`src/rtl/hazard_ctrl_pkg.sv`:
```
// Shared pipeline-control definitions for the RV32I core: result-select and
// forwarding-select encodings plus the forwarding priority helper.
package hazard_ctrl_pkg;

    localparam logic [2:0] RESULT_SRC_LOAD = 3'b001;

    localparam logic [1:0] FWD_RF  = 2'b00;
    localparam logic [1:0] FWD_WB  = 2'b01;
    localparam logic [1:0] FWD_MEM = 2'b10;

    // MEM result is younger than WB, so it wins when both match.
    function automatic logic [1:0] fwd_sel(
        input logic       regwrite_m,
        input logic [4:0] rd_m,
        input logic       regwrite_w,
        input logic [4:0] rd_w,
        input logic [4:0] rs
    );
        logic [1:0] sel;
        sel = FWD_RF;
        if (rs != 5'd0) begin
            if (regwrite_m && (rd_m == rs))
                sel = FWD_MEM;
            else if (regwrite_w && (rd_w == rs))
                sel = FWD_WB;
        end
        return sel;
    endfunction

endpackage

```
`src/rtl/hazard_ctrl_sat_counter32.sv`:
```
// 32-bit saturating event counter with synchronous clear (clear beats increment).
module sat_counter32 (
    input  logic        CLK,
    input  logic        RST,
    input  logic        clr,
    input  logic        inc,
    output logic [31:0] count
);

    always_ff @(posedge CLK or negedge RST) begin
        if (!RST)
            count <= '0;
        else if (clr)
            count <= '0;
        else if (inc && (count != '1))
            count <= count + 32'd1;
    end

endmodule

```
`src/rtl/hazard_ctrl.sv`:
```
// Hazard controller: forwarding selects, load-use/branch stall-flush, data-memory
// wait-state FSM with timeout, and saturating stall/flush performance counters.
module hazard_ctrl
    import hazard_ctrl_pkg::*;
#(
    parameter int unsigned TIMEOUT_CYCLES = 255
) (
    input  logic        CLK,
    input  logic        RST,
    input  logic [4:0]  Rs1D,
    input  logic [4:0]  Rs2D,
    input  logic [4:0]  Rs1E,
    input  logic [4:0]  Rs2E,
    input  logic [4:0]  RdE,
    input  logic [2:0]  ResultSrcE,
    input  logic        PCSrcE,
    input  logic [4:0]  RdM,
    input  logic [4:0]  RdW,
    input  logic        RegWriteM,
    input  logic        RegWriteW,
    input  logic        MemReqM,
    input  logic        MemReadyM,
    input  logic        CntClr,
    output logic        StallF,
    output logic        StallD,
    output logic        StallE,
    output logic        StallM,
    output logic        FlushD,
    output logic        FlushE,
    output logic        FlushW,
    output logic [1:0]  ForwardAE,
    output logic [1:0]  ForwardBE,
    output logic        MemTimeout,
    output logic [31:0] StallCycles,
    output logic [31:0] FlushCycles
);

    localparam int unsigned WCW = $clog2(TIMEOUT_CYCLES + 1);

    typedef enum logic {
        ST_RUN,
        ST_WAIT
    } state_t;

    state_t         state_q, state_d;
    logic [WCW-1:0] wait_cnt_q, wait_cnt_d;
    logic           freeze;
    logic           timeout;
    logic           lw_stall;

    always_ff @(posedge CLK or negedge RST) begin
        if (!RST) begin
            state_q    <= ST_RUN;
            wait_cnt_q <= '0;
        end else begin
            state_q    <= state_d;
            wait_cnt_q <= wait_cnt_d;
        end
    end

    always_comb begin
        state_d    = state_q;
        wait_cnt_d = wait_cnt_q;
        freeze     = 1'b0;
        timeout    = 1'b0;
        case (state_q)
            ST_RUN: begin
                if (MemReqM && !MemReadyM) begin
                    freeze     = 1'b1;
                    state_d    = ST_WAIT;
                    wait_cnt_d = WCW'(1);
                end
            end
            ST_WAIT: begin
                if (MemReadyM) begin
                    state_d    = ST_RUN;
                    wait_cnt_d = '0;
                end else if (wait_cnt_q == WCW'(TIMEOUT_CYCLES)) begin
                    timeout    = 1'b1;
                    state_d    = ST_RUN;
                    wait_cnt_d = '0;
                end else begin
                    freeze     = 1'b1;
                    wait_cnt_d = wait_cnt_q + WCW'(1);
                end
            end
            default: begin
                state_d    = ST_RUN;
                wait_cnt_d = '0;
            end
        endcase
    end

    assign lw_stall = (ResultSrcE == RESULT_SRC_LOAD) && (RdE != 5'd0) &&
                      ((RdE == Rs1D) || (RdE == Rs2D));

    // Every output is forced low while RST is held, including the combinational ones.
    always_comb begin
        StallF     = 1'b0;
        StallD     = 1'b0;
        StallE     = 1'b0;
        StallM     = 1'b0;
        FlushD     = 1'b0;
        FlushE     = 1'b0;
        FlushW     = 1'b0;
        MemTimeout = 1'b0;
        ForwardAE  = FWD_RF;
        ForwardBE  = FWD_RF;
        if (RST) begin
            ForwardAE  = fwd_sel(RegWriteM, RdM, RegWriteW, RdW, Rs1E);
            ForwardBE  = fwd_sel(RegWriteM, RdM, RegWriteW, RdW, Rs2E);
            MemTimeout = timeout;
            if (freeze) begin
                StallF = 1'b1;
                StallD = 1'b1;
                StallE = 1'b1;
                StallM = 1'b1;
                FlushW = 1'b1;
            end else begin
                StallF = lw_stall && !PCSrcE;
                StallD = lw_stall && !PCSrcE;
                FlushD = PCSrcE;
                FlushE = lw_stall || PCSrcE;
            end
        end
    end

    sat_counter32 u_stall_cnt (
        .CLK   (CLK),
        .RST   (RST),
        .clr   (CntClr),
        .inc   (StallF),
        .count (StallCycles)
    );

    sat_counter32 u_flush_cnt (
        .CLK   (CLK),
        .RST   (RST),
        .clr   (CntClr),
        .inc   (FlushE),
        .count (FlushCycles)
    );

endmodule

```
`config.mk`:
```
export PLATFORM = sky130hd
export DESIGN_NAME = hazard_ctrl
export DESIGN_NICKNAME = d
export VERILOG_FILES = /design/src/rtl/hazard_ctrl_pkg.sv /design/src/rtl/hazard_ctrl_sat_counter32.sv /design/src/rtl/hazard_ctrl.sv
export SDC_FILE = /design/constraint.sdc
export NUM_CORES = 1
export LEC_CHECK = 0
export ABC_CLOCK_PERIOD_IN_PS = 6100
export CORE_MARGIN = 2
export CORE_UTILIZATION = 45
export CTS_CLUSTER_DIAMETER = 100
export DETAILED_ROUTE_END_ITERATION = 10
export PLACE_DENSITY = 0.75
export SLEW_MARGIN = 20
export SYNTH_ARGS = -nofsm -noshare
export SYNTH_HDL_FRONTEND = slang
export SYNTH_SLANG_ARGS = --single-unit
```
`constraint.sdc`:
```
create_clock -name CLK -period 6.1 [get_ports CLK]
set_clock_uncertainty 0.05 [all_clocks]
set_input_delay 0.915 -clock CLK [delete_from_list [all_inputs] [get_ports CLK]]
set_output_delay 0.915 -clock CLK [all_outputs]
set_load 0.02 [all_outputs]
```
# Word-level counts from Yosys, hierarchy flattened

Cells that the tools add are included.

Add/subtract/negate cells: 3
Equality and inequality tests: 11
Mux-type cells: 32
Bitwise gates (word level): 1
Reduce and logical (&&, ||, !) cells: 19

Operators with widths:

| cell                                                             | count |
|---|---|
| 32-bit 2-to-1 mux                                                | 4 |
| 32-bit by 1-bit adder with 32-bit output (second input constant) | 2 |
| 32-bit inequality test (second input constant)                   | 2 |
| 5-bit == test                                                    | 6 |
| 8-bit 2-to-1 mux                                                 | 3 |
| 1-bit 2-to-1 mux                                                 | 17 |
| 8-bit one-hot mux with 2 select lines                            | 1 |
| 5-bit nonzero test                                               | 3 |
| 2-bit 2-to-1 mux                                                 | 6 |
| 1-bit logical AND                                                | 10 |
| 8-bit by 1-bit adder with 8-bit output (second input constant)   | 1 |
| 8-bit == test (second input constant)                            | 1 |
| 2-bit nonzero test                                               | 2 |
| 3-bit by 1-bit == test with 1-bit output (second input constant) | 1 |
| 1-bit zero test                                                  | 2 |
| 1-bit logical OR                                                 | 2 |
| 2-bit inequality test (second input constant)                    | 1 |
| 1-bit one-hot mux with 2 select lines                            | 1 |
| 1-bit inverter                                                   | 1 |

Flip-flop bits (word level): 73
Output and inout bits: 76
Logic and storage cells: 70

# Logic depth before layout (Yosys ltp)

Depth after elaboration: 9
Mapped depth: 10
Depth with buffers taken out: 7

# Modules after synthesis

Synthesis repeated with hierarchy kept, for this count alone.

Cell total of the unflattened synthesis: 516
Area, all modules: 4697.0 um^2

Modules (own cells, without submodules):

| module        | instances | cells an instance | area an instance (um^2) |
|---|---|---|---|
| sat_counter32 | 2         | 198               | 1854.3 |
| hazard_ctrl   | 1         | 120               | 988.4 |

# Worst setup path before layout

Ideal clock, no wire load.

Kind: input to output
Start point: input RdE[1]
End point: output StallF
Arrival time: 2476 ps
Data required time: 5135 ps
Path slack: 2659 ps
Cell stages on the path: 6
Path buffers: 2
Cell sequence: or4_1 o211ai_1 o41a_1 clkbuf_1 inv_1 buf_4

Longest elaborated chain between the ends: 6
Elaborated cells between the ends (all ways): 9
Those cells by class: eq/ne: 2; mux: 2; reduce/logical: 5

Ends and longest elaborated chain:

| what                                                  | line                                 | source |
|---|---|---|
| from (decl)                                           | hazard_ctrl.sv:14                    | `input logic [4:0] RdE,` |
| 5-bit == test or 5-bit nonzero test (tied branches)   | hazard_ctrl.sv:95, hazard_ctrl.sv:94 |  |
| 1-bit logical OR or 1-bit logical AND (tied branches) | hazard_ctrl.sv:95, hazard_ctrl.sv:94 |  |
| 1-bit logical AND (*)                                 | hazard_ctrl.sv:94                    | `assign lw_stall = (ResultSrcE == RESULT_SRC_LOAD) && (RdE != 5'd0) &&` |
| 1-bit logical AND (*)                                 | --                                   |  |
| 1-bit 2-to-1 mux (*) (2 in series)                    | --                                   |  |
| to (decl)                                             | hazard_ctrl.sv:24                    | `output logic StallF,` |

Every way passes the cells marked *; elsewhere a longest branch is shown, timed or not.

# Worst setup path in the final report

Start point: input RdE[1]
End point: output StallD

Longest elaborated chain between the ends: 6
Elaborated cells between the ends (all ways): 9
Those cells by class: eq/ne: 2; mux: 2; reduce/logical: 5

Ends and longest elaborated chain:

| what                                                  | line                                 | source |
|---|---|---|
| 5-bit == test or 5-bit nonzero test (tied branches)   | hazard_ctrl.sv:95, hazard_ctrl.sv:94 |  |
| 1-bit logical OR or 1-bit logical AND (tied branches) | hazard_ctrl.sv:95, hazard_ctrl.sv:94 |  |
| 1-bit logical AND (*)                                 | hazard_ctrl.sv:94                    |  |
| 1-bit logical AND (*)                                 | hazard_ctrl.sv:121                   | `StallD = lw_stall && !PCSrcE;` |
| 1-bit 2-to-1 mux (*)                                  | hazard_ctrl.sv:113                   | `if (freeze) begin` |
| 1-bit 2-to-1 mux (*)                                  | hazard_ctrl.sv:109                   | `if (RST) begin` |
| to (decl)                                             | hazard_ctrl.sv:25                    | `output logic StallD,` |

Marked as above.

==> impl_metrics.csv <==
group,metric,value,unit
power,clkPwrFrac,0.420,
sta,fin_crit_sh,0.7324,
power,power,1049,uW
placed_design,dp_hpwl,8.892,mm
logic_synthesis,ys.flop_type,"dfrtp_1",
floorplan,die_h,104.3,microns
floorplan,core.rowCount,36,
layout,antenna_cells,0,
job,maxCapViolations,0,
logic_synthesis,yosysSeqAreaShare,0.4039,
power,seq_power_share,0.469,
placed_design,port_buffers,121,
status,status,"finished clean",
power,p_leak,0.002245,uW
grt,gr-total-overflow,0,
detailed_routing,totalWireLength,12.54,mm
sta,fmax,223.8,MHz
clock_network,cts_root_buf,"clkbuf_8",
logic_synthesis,yosys-top-cells-area,"dfrtp_1 (40%), or3_1 (7.1%), a21oi_1 (6.6%)",
grt,antenna_found_initial,0,
detailed_routing,wire_per_inst,16.07,microns
logic_synthesis,synth_cells,533,
worst_setup_path,startpoint_type,"input pin",
logic_synthesis,synth_area_leader_cell,"dfrtp_1",
sta,worst_pin_slew,0.8480,ns
detailed_routing,drc,0,
power,combPwrFrac,0.111,
placed_design,place_congestion,0.9179,
worst_setup_path,rr_worst_depth,7,
min_path,holdCritPathClass,"input pin to async pin",
layout,nNetsFinal,691,
logic_synthesis,yosysUniqueCellTypes,44,
sta,hold_violations,0,
detailed_routing,antenna_left,0,
power,internal_power,792.5,uW
sta,min_period,4.467,ns
floorplan,design.core.area,0.009774,sq mm
worst_setup_path,worst-path-max-fanout,62,
sta,setup_viol,0,
grt,first_global_vias,4439,
grt,track_usage,0.2347,
floorplan,die-width,104.3,microns
clock_network,cts_tree,"built",
logic_synthesis,synthesis.nets,582,
clock_network,cts_resized,0,
layout,syn2layout_area_growth,33.31,%
clock_network,ctsLongestPathBuffers,2,
floorplan,initial_core_util,0.4627,
clock_network,postCtsSetupBuffers,0,
detailed_routing,num_vias,4565,
power,ir_drop,0.1044,mV
floorplan,design.portCount,122,
detailed_routing,dr.pass1.iters,4,
logic_synthesis,async_flop_share,1.000,
clock_network,clkLatencyLatePin,0.35,ns
floorplan,dieArea,0.01087,sq mm
worst_setup_path,critPathKind,"input pin to output pin",
grt,grt_pass1_wl,21.26,mm
worst_setup_path,endpoint_kind,"output pin",
power,pwr_density_cell,174.0,mW/mm^2
clock_network,cts_hold_buf,0,
logic_synthesis,synth_edf_count,0,
detailed_routing,routed_via_density,5.853,
power,switching_share,0.2445,
worst_setup_path,cp.required,5.13,ns
sta,rsz0062_at_grt,"no",
worst_setup_path,crit_start,"RdE[1]",
logic_synthesis,synth_top_area_frac,0.4039,
sta,layout_setup_ws,1.633,ns
worst_setup_path,crit_arrival,3.50,ns
grt,grt_max_degree,69,
clock_network,cts_sinks,73,
sta,finalMaxSlewViolations,0,
placed_design,place_ws,1.640,ns
sta,finalSetupTns,0,ns
layout,drive_above_1_share,0.04019,
logic_synthesis,synth_area,0.004523,sq mm
logic_synthesis,synth_warnings,0,
detailed_routing,drt_iter0_markers,257,
logic_synthesis,ys_seq_elements,73,
clock_network,htreeDepth,3,
logic_synthesis,syn_area_per_cell,8.486,sq um
worst_setup_path,r2r_start,"u_flush_cnt.count[8]$_DFFE_PN0P_",
power,power.switching,256.4,uW
clock_network,cts_buffers,9,
sta,slew_headroom,0.4347,
clock_network,clk_pin_slew,0.08,ns
## placed cells by master, fill, tap and decap left out, drive strengths merged, types with 2 or more instances in the layout
cell,instances
clkdlybuf4s50,119
dfrtp,73
a21oi,60
o21ai,59
or3,51
nand3,36
nand2,31
nor2,27
nand4,24
xor2,20
and3,16
xnor2,14
or4,12
inv,11
clkbuf,11
nor3,9
and4,9
nor4,8
and2,7
nor2b,6
o31ai,6
buf,6
mux2,4
ha,3
a211o,2
nor3b,2
nand3b,2
bufinv,2
clkinv,2
## Yosys cell counts, types with 2 or more instances
library cell,number
nor3b_1,2
nor2_1,27
o21ai_1,8
nor4_1,7
nand2_1,31
or3_1,51
buf_2,2
nand3_1,36
clkbuf_1,20
dfrtp_1,73
buf_4,5
or4_1,12
inv_1,11
nor2b_1,6
a211o_1,2
nand3b_1,2
and3_1,16
o31ai_1,6
nand4_1,23
mux2_1,4
a21oi_1,60
xor2_1,20
nor3_1,9
xnor2_1,14
and2_1,7
and4_1,9
ha_1,3
o21ai_0,51
## sequential cells by signal (all words and copies together), names as in the netlist
register           flops
state_q                1
u_flush_cnt.count     32
u_stall_cnt.count     32
wait_cnt_q             8
## final cells by class
cell class | instances | area [sq um]
Clock buffer | 11 | 151.4
Clock inverter | 5 | 77.57
Fill cell | 864 | 3745
Inverter | 11 | 41.29
Multi-Input combinational cell | 422 | 2532
Sequential cell | 73 | 1827
Tap cell | 133 | 166.4
Timing Repair Buffer | 125 | 1234
## per-stage QoR
step	std cells	utilization	cell area, sq um	hold WS, ns
2_1_floorplan	533	-	4523	0.4059
3_3_place_gp	764	0.5934	5801	0.4445
3_5_place_dp	764	0.5934	5801	0.4623
4_1_cts	780	0.6169	6030	0.3422
5_1_grt	780	0.6169	6030	0.3477
6_report	780	0.6169	6030	0.3516
## cell families after synthesis
logic type,synth area share
and+or+nand+nor,0.3087
AOI/OAI and AO/OA,0.1649
DFF,0.4039
buffers and inverters,0.03624
xor gates and xnor gates,0.06584
muxes,0.01217
adders and majority gates,0.008300
## worst paths after layout
kind	endpoint	slack, ns
max	StallD	1.63
min	wait_cnt_q[2]$_DFFE_PN0P_	0.35
max in group asynchronous	u_flush_cnt.count[30]$_DFFE_PN0P_	4.58
min reg2reg	wait_cnt_q[4]$_DFFE_PN0P_	0.47
max reg2reg	u_flush_cnt.count[7]$_DFFE_PN0P_	2.86
min in group CLK	wait_cnt_q[4]$_DFFE_PN0P_	0.47
## metal layers
layer  global-route usage  vias to the layer above  routed length, microns
li1                     -                     2216                       -
met4              0.09556                        0                     363
met1               0.3011                     2189                    5429
met5                    0                        -                       0
met3              0.04198                       32                     523
met2               0.3924                      128                    6219
## power groups by stage
stage / sequential [uW] / combinational [uW] / clock, uW
final: 492 / 117 / 440
after global routing: 493 / 128 / 465
after CTS: 492 / 118 / 445
after detailed placement: 502 / 117 / 0
after global placement: 501 / 114 / 0
after floorplan: 502 / 53.0 / 0
## critical path, stage by stage
cell	delay, ns
clkdlybuf4s50_1	0.47
or4_1	0.55
o211ai_1	0.22
o41a_1	0.22
buf_4	0.43
inv_1	0.13
clkdlybuf4s50_1	0.56
Note: power is estimated with default switching activity, not from simulation.
